<file path="src/rtl/gen_scroll_layer_pkg.sv">
// Shared widths, defaults and helpers for the scrolling background layer.
package gen_scroll_layer_pkg;

  localparam int unsigned ColorW     = 12;
  localparam int unsigned ScreenWDef = 640;
  localparam int unsigned CntW       = 10;
  localparam int unsigned PosW       = 11;

  typedef struct packed {
    logic [3:0] r;
    logic [3:0] g;
    logic [3:0] b;
  } rgb_t;

  // Add a step to an offset and fold it back once into 0..width-1
  function automatic logic [11:0] wrap_add(input logic [11:0] a, input logic [11:0] b,
                                           input logic [11:0] width);
    logic [11:0] s;
    s = a + b;
    if (s >= width) s = s - width;
    return s;
  endfunction

endpackage

</file>
<file path="src/rtl/scroll_addr_gen.sv">
// Band detection and ROM address generation: stage A (band/row/col) and stage B (address).
module scroll_addr_gen
  import gen_scroll_layer_pkg::*;
#(
  parameter int unsigned IMG_WIDTH  = 1187,
  parameter int unsigned IMG_HEIGHT = 14,
  parameter int unsigned YPOS       = 300,
  parameter int unsigned SCREEN_W   = ScreenWDef,
  parameter int unsigned ADDR_W     = 17
) (
  input  logic              clk,
  input  logic              rst,
  input  logic [CntW-1:0]   h_cnt,
  input  logic [CntW-1:0]   v_cnt,
  input  logic [PosW-1:0]   disp_pos,
  output logic [ADDR_W-1:0] rom_addr,
  output logic              band
);

  localparam int unsigned YTop = YPOS - IMG_HEIGHT;

  logic              in_band;
  logic [CntW-1:0]   row_d;
  logic [11:0]       col_d;
  logic              band_a_q;
  logic [CntW-1:0]   row_a_q;
  logic [11:0]       col_a_q;
  logic              band_b_q;
  logic [ADDR_W-1:0] addr_q;
  logic [ADDR_W-1:0] addr_d;

  // Stage A inputs: band window, row inside the band, wrapped image column
  always_comb begin
    in_band = (32'(v_cnt) >= YTop) && (32'(v_cnt) < YPOS) && (32'(h_cnt) < SCREEN_W);
    row_d   = v_cnt - CntW'(YTop);
    col_d   = wrap_add({2'b00, h_cnt}, {1'b0, disp_pos}, 12'(IMG_WIDTH));
  end

  // Stage A register
  always_ff @(posedge clk or negedge rst) begin
    if (!rst) begin
      band_a_q <= 1'b0;
      row_a_q  <= '0;
      col_a_q  <= '0;
    end else begin
      band_a_q <= in_band;
      row_a_q  <= row_d;
      col_a_q  <= col_d;
    end
  end

  // Linear ROM address; held outside the band
  always_comb begin
    addr_d = addr_q;
    if (band_a_q) addr_d = ADDR_W'(row_a_q) * ADDR_W'(IMG_WIDTH) + ADDR_W'(col_a_q);
  end

  // Stage B register
  always_ff @(posedge clk or negedge rst) begin
    if (!rst) begin
      band_b_q <= 1'b0;
      addr_q   <= '0;
    end else begin
      band_b_q <= band_a_q;
      addr_q   <= addr_d;
    end
  end

  assign rom_addr = addr_q;
  assign band     = band_b_q;

endmodule

</file>
<file path="src/rtl/gen_scroll_layer.sv">
// One horizontally wrapping image band with frame-synchronous scrolling and optional key colour.
module gen_scroll_layer
  import gen_scroll_layer_pkg::*;
#(
  parameter int unsigned       IMG_WIDTH  = 1187,
  parameter int unsigned       IMG_HEIGHT = 14,
  parameter int unsigned       YPOS       = 300,
  parameter int unsigned       SCREEN_W   = ScreenWDef,
  parameter int unsigned       SPEED_W    = 4,
  parameter int unsigned       ADDR_W     = 17,
  parameter int unsigned       ROM_LAT    = 1,
  parameter logic [ColorW-1:0] BG_COLOR   = 12'hFFF,
  parameter bit                KEY_EN     = 1'b0,
  parameter logic [ColorW-1:0] KEY_COLOR  = 12'hFFF
) (
  input  logic               clk,
  input  logic               rst,
  input  logic               game_tick,
  input  logic               enable,
  input  logic [SPEED_W-1:0] speed,
  input  logic [CntW-1:0]    h_cnt,
  input  logic [CntW-1:0]    v_cnt,
  output logic [ADDR_W-1:0]  rom_addr,
  input  logic [ColorW-1:0]  rom_data,
  output logic [3:0]         vgaRed,
  output logic [3:0]         vgaGreen,
  output logic [3:0]         vgaBlue,
  output logic               layer_hit,
  output logic [PosW-1:0]    scroll_pos
);

  if (IMG_WIDTH < SCREEN_W) begin : g_chk_width
    $error("IMG_WIDTH must be >= SCREEN_W");
  end
  if (IMG_WIDTH * IMG_HEIGHT > (1 << ADDR_W)) begin : g_chk_addr
    $error("IMG_WIDTH*IMG_HEIGHT does not fit in ADDR_W");
  end
  if (ROM_LAT < 1) begin : g_chk_lat
    $error("ROM_LAT must be at least 1");
  end

  logic [PosW-1:0]    scroll_q;
  logic [PosW-1:0]    scroll_d;
  logic [11:0]        scroll_sum;
  logic [PosW-1:0]    disp_q;
  logic               band_b;
  logic [ROM_LAT-1:0] band_dly_q;
  logic               opaque;
  rgb_t               rgb_q;
  logic               hit_q;

  // Next scroll offset: advance by speed on an enabled tick, wrapping once
  always_comb begin
    scroll_sum = wrap_add({1'b0, scroll_q}, 12'(speed), 12'(IMG_WIDTH));
    scroll_d   = scroll_q;
    if (game_tick && enable) scroll_d = scroll_sum[PosW-1:0];
  end

  // Live offset, plus the per-frame copy latched at (0,0) so a frame never tears
  always_ff @(posedge clk or negedge rst) begin
    if (!rst) begin
      scroll_q <= '0;
      disp_q   <= '0;
    end else begin
      scroll_q <= scroll_d;
      if (h_cnt == '0 && v_cnt == '0) disp_q <= scroll_q;
    end
  end

  scroll_addr_gen #(
    .IMG_WIDTH  (IMG_WIDTH),
    .IMG_HEIGHT (IMG_HEIGHT),
    .YPOS       (YPOS),
    .SCREEN_W   (SCREEN_W),
    .ADDR_W     (ADDR_W)
  ) u_addr_gen (
    .clk      (clk),
    .rst      (rst),
    .h_cnt    (h_cnt),
    .v_cnt    (v_cnt),
    .disp_pos (disp_q),
    .rom_addr (rom_addr),
    .band     (band_b)
  );

  // Band flag follows the ROM read latency so it lines up with rom_data
  always_ff @(posedge clk or negedge rst) begin
    if (!rst) begin
      band_dly_q <= '0;
    end else begin
      band_dly_q[0] <= band_b;
      for (int i = 1; i < int'(ROM_LAT); i++) band_dly_q[i] <= band_dly_q[i-1];
    end
  end

  assign opaque = band_dly_q[ROM_LAT-1] && !(KEY_EN && (rom_data == KEY_COLOR));

  // Final colour register: ROM pixel when opaque, background otherwise
  always_ff @(posedge clk or negedge rst) begin
    if (!rst) begin
      rgb_q <= rgb_t'(BG_COLOR);
      hit_q <= 1'b0;
    end else begin
      rgb_q <= opaque ? rgb_t'(rom_data) : rgb_t'(BG_COLOR);
      hit_q <= opaque;
    end
  end

  assign vgaRed     = rgb_q.r;
  assign vgaGreen   = rgb_q.g;
  assign vgaBlue    = rgb_q.b;
  assign layer_hit  = hit_q;
  assign scroll_pos = scroll_q;

endmodule

</file>
<file path="config.mk">
export PLATFORM = sky130hd
export DESIGN_NAME = gen_scroll_layer
export DESIGN_NICKNAME = d
export VERILOG_FILES = /design/src/rtl/gen_scroll_layer_pkg.sv /design/src/rtl/scroll_addr_gen.sv /design/src/rtl/gen_scroll_layer.sv
export SDC_FILE = /design/constraint.sdc
export NUM_CORES = 1
export LEC_CHECK = 0
export BUFFER_PORTS_ARGS = -buffer_cell sky130_fd_sc_hd__buf_2
export CAP_MARGIN = 20
export CORE_MARGIN = 1
export CORE_UTILIZATION = 25
export DETAILED_ROUTE_END_ITERATION = 8
export GPL_ROUTABILITY_DRIVEN = 0
export PLACE_DENSITY = 0.44
export SKIP_LAST_GASP = 1
export SLEW_MARGIN = 20
export SYNTH_ARGS = -nofsm -noshare
export SYNTH_HDL_FRONTEND = slang
export SYNTH_HIERARCHICAL = 1
export SYNTH_SLANG_ARGS = --single-unit
</file>
<file path="constraint.sdc">
create_clock -name clk -period 5.5 [get_ports clk]
set_clock_uncertainty 0.05 [all_clocks]
set_input_delay 0.275 -clock clk [delete_from_list [all_inputs] [get_ports clk]]
set_output_delay 0.275 -clock clk [all_outputs]
set_load 0.01 [all_outputs]
</file>
==> results.sh, run 1 <==
export IMPL_status="completed"
export IMPL_die_area_sq_um=26140
export IMPL_antenna_found_initial=1
export IMPL_yosys_top_cells_count="80 x ha_1, 65 x dfrtp_1, 65 x inv_1"
export IMPL_die_height_um=161.7
export IMPL_synth_most_common_cell="ha_1"
export IMPL_syn_area_sq_um=6375
export IMPL_synthFlopType="dfrtp_1"
export IMPL_drt_first_pass_iters=4
export IMPL_critPathKind="register to register"
export IMPL_ys_ff_latch=77
export IMPL_max_cap_viol_count=0
export IMPL_synth_top_area_share=0.2552
export IMPL_dieWidth_um=161.7
export IMPL_fin_cells=1038
export IMPL_syn_inst=624
export IMPL_cts_tree="done"
export IMPL_async_flop_share=1.000
export IMPL_clockBufferDepth=2
export IMPL_cts_inserted_buffers=9
export IMPL_clk_latency_ns=0.34
export IMPL_placedCellCount=1022
export IMPL_num_antenna_cells=0
export IMPL_crit_path_start_kind="register"
export IMPL_tightest_slew_ns=0.9075
export IMPL_postCtsSetupRepairBufs=0
export IMPL_grt_pass1_vias=4645
export IMPL_netlist_cell_type_count=88
export IMPL_final_area_sq_um=7453
export IMPL_critPathBufInv=2
export IMPL_io_buffers=80
export IMPL_finalCriticalPeriod_ns=4.366
export IMPL_overflow=0
export IMPL_crit_arrival_ns=4.54
export IMPL_maxSlewHeadroom=0.3928
export IMPL_report_final_slew_viol_count=0
export IMPL_initial_core_util=0.2539
export IMPL_fin_setup_tns_ns=0
export IMPL_syn_avg_cell_area_sq_um=10.22
export IMPL_max_stage_delay_ns=0.54
export IMPL_synth_edff_count=0
export IMPL_yosys_area_share_xor_xnor=0.06006
export IMPL_p_total_mw=3.072
export IMPL_synth_top_area_cell="dfrtp_1"
export IMPL_grt_max_degree=65
export IMPL_fmax_mhz=229.0
export IMPL_cts_clk_slew_worst_paths_ns=0.06
export IMPL_core_area_sq_um=25110
export IMPL_setup_ws_ns=1.134
export IMPL_track_usage=0.1171
export IMPL_route_detailed_drc=0
export IMPL_cp_max_fo=5
export IMPL_synth_top_family_by_area="adder cells"
export IMPL_drtIter0Drc=149
export IMPL_crit_chain="ha_1 -> inv_1 -> fa_1 -> inv_1 -> fa_1 -> fa_1 -> ha_1 -> or3_1 -> a211o_1 -> a41o_1 -> a21oi_1 -> o21bai_1 -> xor2_1 -> mux2_2"
export IMPL_place_area_sq_um=7128
export IMPL_synth_simple_area_share=0.1309
export IMPL_wl_per_cell_um=13.88
export IMPL_crit_family="adder cells"
export IMPL_fill_cells=2668
export IMPL_slowest_stage="fa_1"
export IMPL_postRouteAntennaNets=0
export IMPL_synthAdderAreaFrac=0.2355
export IMPL_muxShareOfSynthArea=0.04553
export IMPL_htreeDepth=3
export IMPL_power_density_nw_per_um2=412.2
export IMPL_synth_area_top_cells="dfrtp_1 26%, ha_1 16%, fa_1 7.9%, dfstp_2 4.9%, mux2_2 4.1%"
export IMPL_final_nets=849
export IMPL_synth_compound_area_frac=0.1729
export IMPL_ys_seq_area_frac=0.3046
export IMPL_synth_nets=769
export IMPL_via_count=4627
export IMPL_place_ws_ns=1.125
export IMPL_crit_path_end_kind="register"
export IMPL_dp_hpwl_mm=11.46
export IMPL_crit_top_cell="fa_1"
export IMPL_hold_class="input pin to register"
export IMPL_crit_required_ns=5.67
export IMPL_setup_violations=0
export IMPL_power_leakage_nw=3.522
export IMPL_grt_first_pass_wirelength_mm=24.16
export IMPL_vdd_drop_max_mv=0.2005
export IMPL_cts_sinks=77
export IMPL_finalHoldViolations=0
export IMPL_rsz0062_at_grt="false"
export IMPL_area_delta_synth_final_pct=16.92
export IMPL_ios=81
export IMPL_cts_root_buffer="clkbuf_16"
export IMPL_fp_row_count=58
export IMPL_viasPerCell=4.458
export IMPL_period_share=0.7939
export IMPL_drive_gt1_frac=0.2345
export IMPL_wl_mm=14.41
export IMPL_ys_warn_count=6
-- cell families after synthesis --
kind of cell | Yosys count
simple gates | 153
fa+ha+maj | 105
flops | 77
compound gates | 142
buf+inv | 79
xor+xnor | 42
mux | 26
-- final timing paths --
| check | from | to | slack (ns) | depth (start not counted) |
|---|---|---|---|---|
| setup / recovery | u_addr_gen/row_a_q[8] | u_addr_gen/rom_addr[13] | 1.13 | 14 |
| hold / removal | v_cnt[0] | u_addr_gen/row_a_q[0] | 0.06 | 1 |
| setup reg to reg | u_addr_gen/row_a_q[8] | u_addr_gen/rom_addr[13] | 1.13 | 14 |
| hold reg to reg | u_addr_gen/band | band_dly_q | 0.30 | 0 |
| max in group asynchronous | rst | disp_q[7] | 4.06 | 3 |
| min in group asynchronous | rst | u_addr_gen/rom_addr[5] | 0.27 | 2 |
-- registers in the layout, summed over array words and instances, names as in the netlist --
register / flops
band_dly_q: 1
disp_q: 11
layer_hit: 1
scroll_pos: 11
u_addr_gen/band: 1
u_addr_gen/band_a_q: 1
u_addr_gen/col_a_q: 12
u_addr_gen/rom_addr: 17
u_addr_gen/row_a_q: 10
vgaBlue: 4
vgaGreen: 4
vgaRed: 4
-- final cells by class --
type | instances | area (sq um) | share of cell area
Inverter | 65 | 244.0 | 0.03273
Clock buffer | 11 | 242.7 | 0.03257
Timing Repair Buffer | 83 | 427.9 | 0.05741
Multi-Input combinational cell | 468 | 4111 | 0.5516
Tap cell | 330 | 412.9 | 0.05540
Clock inverter | 4 | 72.57 | 0.009736
Sequential cell | 77 | 1942 | 0.2605
-- metrics by stage --
step                utilization  hold slack (ns)
global route             0.2968          0.05515
detailed placement       0.2839          0.08885
CTS                      0.2968          0.04905
global placement         0.2839          0.08677
floorplan                     -         -0.07059
finish                   0.2968          0.06410
-- routing by layer --
layer,vias up,GRT usage,part of all wire
met5,-,0,0.00090
met4,2,0.02959,0.0094
met3,11,0.02605,0.030
met2,69,0.2106,0.50
met1,2174,0.1403,0.46
li1,2371,-,-
-- placed cells by master, fill, tap and decap left out, drive strengths merged, types with 12 or more instances in the layout --
master,instances
fa,25
nand2,37
buf,82
dfstp,12
ha,80
inv,65
nor2,31
xor2,18
nor3,14
mux2,24
dfrtp,65
xnor2,24
nand2b,15
o21ai,26
a21oi,28
o211ai,13
-- where the power goes --
part	leakage [nW]	internal, mW	total, mW	switching, mW
Clock	0.152	0.407	0.645	0.239
Sequential	0.950	0.656	0.775	0.120
Combinational	2.42	0.738	1.65	0.913
-- timing repair --
action                                 CTS  global route
endpoints found under the hold margin   13             0
resized for setup                        0             0
hold buffers                             1             0
Power figures use the tool's default switching activity.
==> run 2: changes to the inputs <==
--- a/config.mk
+++ b/config.mk
@@ -5,6 +5,7 @@
 export SDC_FILE = /design/constraint.sdc
 export NUM_CORES = 1
 export LEC_CHECK = 0
+export ABC_AREA = 1
 export BUFFER_PORTS_ARGS = -buffer_cell sky130_fd_sc_hd__buf_2
 export CAP_MARGIN = 20
 export CORE_MARGIN = 1
==> constraint.sdc (replaced) <==
create_clock -name clk -period 4.3 [get_ports clk]
set_clock_uncertainty 0.05 [all_clocks]
set_input_delay 0.215 -clock clk [delete_from_list [all_inputs] [get_ports clk]]
set_output_delay 0.215 -clock clk [all_outputs]
set_load 0.01 [all_outputs]
==> results.sh, run 2 <==
export IMPL_status="completed"
export IMPL_largest_reg_flops=17
export IMPL_synth_top_area_share=0.2454
export IMPL_core_area_sq_um=26060
export IMPL_drt_first_pass_iters=4
export IMPL_via_count=5423
export IMPL_vdd_drop_max_mv=0.3032
export IMPL_cts_root_buffer="clkbuf_16"
export IMPL_power_density_nw_per_um2=512.5
export IMPL_fmax_mhz=245.0
export IMPL_clockPowerShare=0.181
export IMPL_fin_setup_tns_ns=0
export IMPL_fin_hold_ws_ns=0.03396
export IMPL_postCtsSetupRepairBufs=0
export IMPL_synth_top_family_by_area="simple AND/OR/NAND/NOR gates"
export IMPL_antenna_found_initial=3
export IMPL_wl_per_cell_um=12.12
export IMPL_crit_path_start_kind="register"
export IMPL_syn_avg_cell_area_sq_um=7.854
export IMPL_layout_commonest_cell="nand2_1"
export IMPL_die_height_um=164.8
export IMPL_die_area_sq_um=27170
export IMPL_cts_sinks=77
export IMPL_synthAdderAreaFrac=0.2265
export IMPL_register_area_sq_um=1942
export IMPL_cts_inserted_buffers=9
export IMPL_synthFlopType="dfrtp_1"
export IMPL_async_flop_share=1.000
export IMPL_fp_row_count=59
export IMPL_report_final_slew_viol_count=0
export IMPL_drive_gt1_frac=0.1788
export IMPL_synth_simple_area_share=0.2926
export IMPL_dp_hpwl_mm=12.48
export IMPL_comb_power_share=0.573
export IMPL_tightest_slew_ns=0.7252
export IMPL_maxSlewHeadroom=0.5151
export IMPL_ys_warn_count=6
export IMPL_layout_common_cells="257 x nand2_1, 129 x inv_1, 80 x ha_1"
export IMPL_crit_path_end_kind="register"
export IMPL_ys_seq_area_frac=0.2929
export IMPL_cts_tree="done"
export IMPL_syn_inst=844
export IMPL_synth_compound_area_frac=0.05398
export IMPL_final_nets=1085
export IMPL_crit_arrival_ns=4.26
export IMPL_htreeDepth=3
export IMPL_finalHoldViolations=0
export IMPL_final_area_sq_um=7797
export IMPL_dieWidth_um=164.8
export IMPL_grt_pass1_vias=5358
export IMPL_critPathKind="register to register"
export IMPL_rsz0062_at_grt="true"
export IMPL_p_total_mw=3.996
export IMPL_clk_latency_ns=0.35
export IMPL_grt_first_pass_wirelength_mm=25.96
export IMPL_setup_violations=0
export IMPL_place_ws_ns=0.2400
export IMPL_overflow=0
export IMPL_hold_class="input pin to register"
export IMPL_drtIter0Drc=189
export IMPL_synth_area_top_cells="dfrtp_1 25%, ha_1 15%, nand2_1 15%, fa_1 7.6%, inv_1 7.3%"
export IMPL_grt_max_degree=78
export IMPL_finalCriticalPeriod_ns=4.081
export IMPL_power_leakage_nw=4.307
export IMPL_io_buffers=80
export IMPL_intPower_mw=2.174
export IMPL_synth_nets=989
export IMPL_wl_mm=15.54
export IMPL_cp_max_fo=4
export IMPL_initial_core_util=0.2544
export IMPL_period_share=0.9491
export IMPL_swShare=0.4561
export IMPL_viasPerCell=4.230
export IMPL_postRouteAntennaNets=0
export IMPL_place_area_sq_um=7370
export IMPL_cts_clk_slew_worst_paths_ns=0.06
export IMPL_multiInputGateArea_sq_um=4088
export IMPL_netlist_cell_type_count=41
export IMPL_seq_power_share=0.246
export IMPL_synth_most_common_cell="nand2_1"
export IMPL_synth_edff_count=0
export IMPL_max_cap_viol_count=0
export IMPL_clockBufferDepth=2
export IMPL_setup_ws_ns=0.2188
export IMPL_fill_cells=2796
export IMPL_track_usage=0.1229
export IMPL_area_delta_synth_final_pct=17.63
export IMPL_route_detailed_drc=0
export IMPL_muxShareOfSynthArea=0.006795
export IMPL_syn_area_sq_um=6629
export IMPL_yosys_top_cells_count="257 x nand2_1, 129 x inv_1, 80 x ha_1"
export IMPL_ios=81
export IMPL_r2r_slack_ns=0.22
export IMPL_ys_ff_latch=77
export IMPL_switchingPower_mw=1.823
export IMPL_crit_required_ns=4.48
export IMPL_yosys_area_share_xor_xnor=0.03567
export IMPL_synth_top_area_cell="dfrtp_1"
[run 2: cell count changes in the layout (fill, tap and decap cells not counted), moves of 12 or more]
cell	before	now
inv_1	65	129
nand2_2	2	16
dlygate4sd3_1	1	14
nand2_1	35	257
nand3_2	0	20
xnor2_1	24	12
nand2b_1	15	0
nand3_1	10	58
mux2_2	23	4
[run 2: critical path, stage by stage, from the launching register on]
cell and delay, ns:
dfrtp_1 0.42, ha_1 0.31, fa_1 0.50, inv_1 0.04, ha_1 0.29, fa_1 0.51, inv_1 0.05, fa_1 0.52
inv_1 0.04, ha_1 0.35, nand2_1 0.11, o21ai_0 0.14, a21oi_1 0.16, nand2_1 0.08, or2_2 0.27, nand3_1 0.07
nand2_1 0.05
[run 2: power groups by stage]
stage / Sequential (mW) / Clock [mW] / Combinational (mW)
3_3_place_gp: 0.998 / 0 / 2.30
5_1_grt: 1.01 / 0.799 / 2.66
2_1_floorplan: 1.01 / 0 / 1.69
4_1_cts: 0.988 / 0.760 / 2.31
6_report: 0.983 / 0.722 / 2.29
3_5_place_dp: 0.999 / 0 / 2.29
[run 2: per-stage QoR]
stage	util	std cells
after floorplan	-	844
after global placement	0.2828	1250
after detailed placement	0.2828	1250
after CTS	0.2982	1279
after global routing	0.2991	1281
final	0.2992	1282
[run 2: layout make-up]
class,count,area share
Clock inverter,3,0.002728
Clock buffer,13,0.03209
Tap cell,335,0.05375
Multi-Input combinational cell,621,0.5242
Antenna cell,2,0.0006418
Timing Repair Buffer,97,0.07301
Sequential cell,77,0.2490
Inverter,134,0.06451
[run 2: worst paths after layout]
path / cells past startpoint / start / endpoint
min: 2 / v_cnt[1] / u_addr_gen/row_a_q[1]
max: 16 / u_addr_gen/row_a_q[9] / u_addr_gen/rom_addr[15]
max in group asynchronous: 2 / rst / u_addr_gen/row_a_q[2]
min reg2reg: 0 / u_addr_gen/band / band_dly_q
min in group asynchronous: 2 / rst / u_addr_gen/rom_addr[4]
max reg2reg: 16 / u_addr_gen/row_a_q[9] / u_addr_gen/rom_addr[15]
[run 2: per-layer routing]
layer  vias to the layer above  track usage  share of wire
met5                         -            0        0.00071
met4                         2      0.03211          0.013
met3                        15      0.03265          0.038
met2                        76       0.2173           0.49
met1                      2465       0.1456           0.46
li1                       2865            -              -
[run 2: cells by family (layout without fill, tap and decap cells)]
family	count (synthesis)	in the layout
muxes	4	4
and+or+nand+nor	423	423
buffers and inverters	146	247
other	0	2
adders and majority gates	105	105
DFF	77	77
AOI/OAI and AO/OA	62	62
xor gates and xnor gates	27	27
[run 2: timing repair]
item | CTS | global route
resized for setup | 0 | 2
endpoints found under the setup margin | 0 | 1
hold buffers | 13 | 1
endpoints found under the hold margin | 13 | 65
==> run 3: changes to the inputs <==
--- a/config.mk
+++ b/config.mk
@@ -6,7 +6,7 @@
 export NUM_CORES = 1
 export LEC_CHECK = 0
 export ABC_AREA = 1
-export BUFFER_PORTS_ARGS = -buffer_cell sky130_fd_sc_hd__buf_2
+export BUFFER_PORTS_ARGS = -buffer_cell sky130_fd_sc_hd__clkbuf_2
 export CAP_MARGIN = 20
 export CORE_MARGIN = 1
 export CORE_UTILIZATION = 25
==> results.sh, run 3 (synthesis gave the netlist of run 2 again) <==
export IMPL_status="completed"
export IMPL_antenna_found_initial=1
export IMPL_grt_first_pass_wirelength_mm=26.08
export IMPL_max_cap_viol_count=0
export IMPL_met1_usage=0.1443
export IMPL_tightest_slew_ns=0.7192
export IMPL_core_area_sq_um=26060
export IMPL_use_met3=0.03089
export IMPL_min_from="v_cnt[1]"
export IMPL_setup_violations=0
export IMPL_grt_max_degree=78
export IMPL_die_area_sq_um=27170
export IMPL_track_usage=0.1227
export IMPL_period_share=0.9201
export IMPL_finalHoldViolations=0
export IMPL_max_stage_delay_ns=0.52
export IMPL_wl_mm=15.52
export IMPL_via_count=5468
export IMPL_intPower_mw=2.208
export IMPL_drtIter0Drc=188
export IMPL_comb_power_share=0.579
export IMPL_layout_commonest_cell="nand2_1"
export IMPL_grt_pass1_vias=5343
export IMPL_crit_path_start_kind="register"
export IMPL_critPathBufInv=3
export IMPL_crit_arrival_ns=4.14
export IMPL_fmax_mhz=252.7
export IMPL_die_height_um=164.8
export IMPL_layout_common_cells="257 x nand2_1, 129 x inv_1, 79 x ha_1, 79 x clkbuf_2, 65 x dfrtp_1"
export IMPL_crit_chain="ha_1 -> fa_1 -> inv_1 -> ha_1 -> fa_1 -> inv_1 -> fa_1 -> inv_1 -> ha_4 -> nand2_1 -> o21ai_0 -> a21oi_1 -> nand2_1 -> or2_2 -> nand3_1 -> nand2_1"
export IMPL_fin_setup_tns_ns=0
export IMPL_report_final_slew_viol_count=0
export IMPL_largest_reg_flops=17
export IMPL_power_density_nw_per_um2=516.9
export IMPL_crit_path_end_kind="register"
export IMPL_area_delta_synth_final_pct=18.12
export IMPL_clk_latency_ns=0.34
export IMPL_ios=81
export IMPL_maxSlewHeadroom=0.5205
export IMPL_vdd_drop_max_mv=0.2523
export IMPL_fp_row_count=59
export IMPL_startpoint="u_addr_gen/row_a_q[9]"
export IMPL_switchingPower_mw=1.840
export IMPL_route_detailed_drc=0
export IMPL_initial_core_util=0.2544
export IMPL_postRouteAntennaNets=0
export IMPL_dp_hpwl_mm=12.52
export IMPL_cp_max_fo=4
export IMPL_power_leakage_nw=4.334
export IMPL_slowest_stage="fa_1"
export IMPL_cts_tree="done"
export IMPL_dieWidth_um=164.8
export IMPL_drive_gt1_frac=0.1825
export IMPL_critPathKind="register to register"
export IMPL_viasPerCell=4.259
export IMPL_io_buffers=80
export IMPL_grt_busiest_layer="met2"
export IMPL_crit_required_ns=4.48
export IMPL_crit_family="adder cells"
export IMPL_cts_inserted_buffers=9
export IMPL_finalCriticalPeriod_ns=3.957
export IMPL_fin_hold_ws_ns=0.04549
export IMPL_cts_sinks=77
export IMPL_hold_class="input pin to register"
export IMPL_rsz0062_at_grt="false"
export IMPL_met2_usage=0.2181
export IMPL_cts_clk_slew_worst_paths_ns=0.06
export IMPL_r2r_start="u_addr_gen/row_a_q[9]"
export IMPL_cts_root_buffer="clkbuf_16"
export IMPL_drt_first_pass_iters=5
export IMPL_swShare=0.4545
export IMPL_final_nets=1088
export IMPL_clockPowerShare=0.177
export IMPL_wl_per_cell_um=12.09
export IMPL_htreeDepth=3
export IMPL_seq_power_share=0.244
export IMPL_overflow=0
export IMPL_clockBufferDepth=2
[run 3: power groups by stage]
| stage | registers (mW) | clock network, mW | logic, mW |
|---|---|---|---|
| after floorplan | 1.01 | 0 | 1.69 |
| after global placement | 1.00 | 0 | 2.31 |
| after detailed placement | 1.00 | 0 | 2.30 |
| after CTS | 0.991 | 0.756 | 2.33 |
| after global routing | 1.01 | 0.787 | 2.72 |
| final | 0.986 | 0.717 | 2.34 |
[run 3: cell type report]
class                   instances  area (sq um)
clock inverters                 3         21.27
clock buffers                  13         250.2
diodes                          1         2.502
inverters                     134         503.0
repair buffers                100         591.8
fillers                      2859         18230
multi-input cells             621          4100
well taps                     335         419.2
flip-flops and latches         77          1942
[run 3: layer usage]
metal / part of all wire / wire length, um / up-vias
met5: 0 / 0 / -
met4: 0.015 / 229 / 0
met3: 0.035 / 542 / 16
met2: 0.49 / 7653 / 74
li1: - / - / 2879
met1: 0.46 / 7098 / 2499
[run 3: stage by stage]
step | utilization | setup WS [ns] | instance area, sq um | power (mW) | instances
2_1_floorplan | - | 0.3645 | 6629 | 2.700 | 844
6_report | 0.3005 | 0.3434 | 7830 | 4.047 | 1284
3_5_place_dp | 0.2831 | 0.2003 | 7377 | 3.302 | 1251
4_1_cts | 0.2981 | 0.1851 | 7769 | 4.073 | 1279
3_3_place_gp | 0.2831 | 0.2401 | 7377 | 3.309 | 1251
5_1_grt | 0.3004 | 0.05541 | 7828 | 4.520 | 1283
[run 3: path summary, 6_finish.rpt]
check,endpoint,slack (ns),cells after the start
worst min-delay path,u_addr_gen/row_a_q[1],0.05,2
worst max-delay path,u_addr_gen/rom_addr[15],0.34,16
min in group asynchronous,u_addr_gen/rom_addr[3],0.42,2
worst min register to register,band_dly_q,0.30,0
worst max register to register,u_addr_gen/rom_addr[15],0.34,16
max in group asynchronous,u_addr_gen/row_a_q[2],3.28,2
[run 3: repair_timing]
action                                 4_1_cts  5_1_grt
resized for setup                            0        4
hold buffers                                12        2
setup buffers                                0        2
setup endpoints to repair                    0        3
endpoints found under the hold margin       12       66
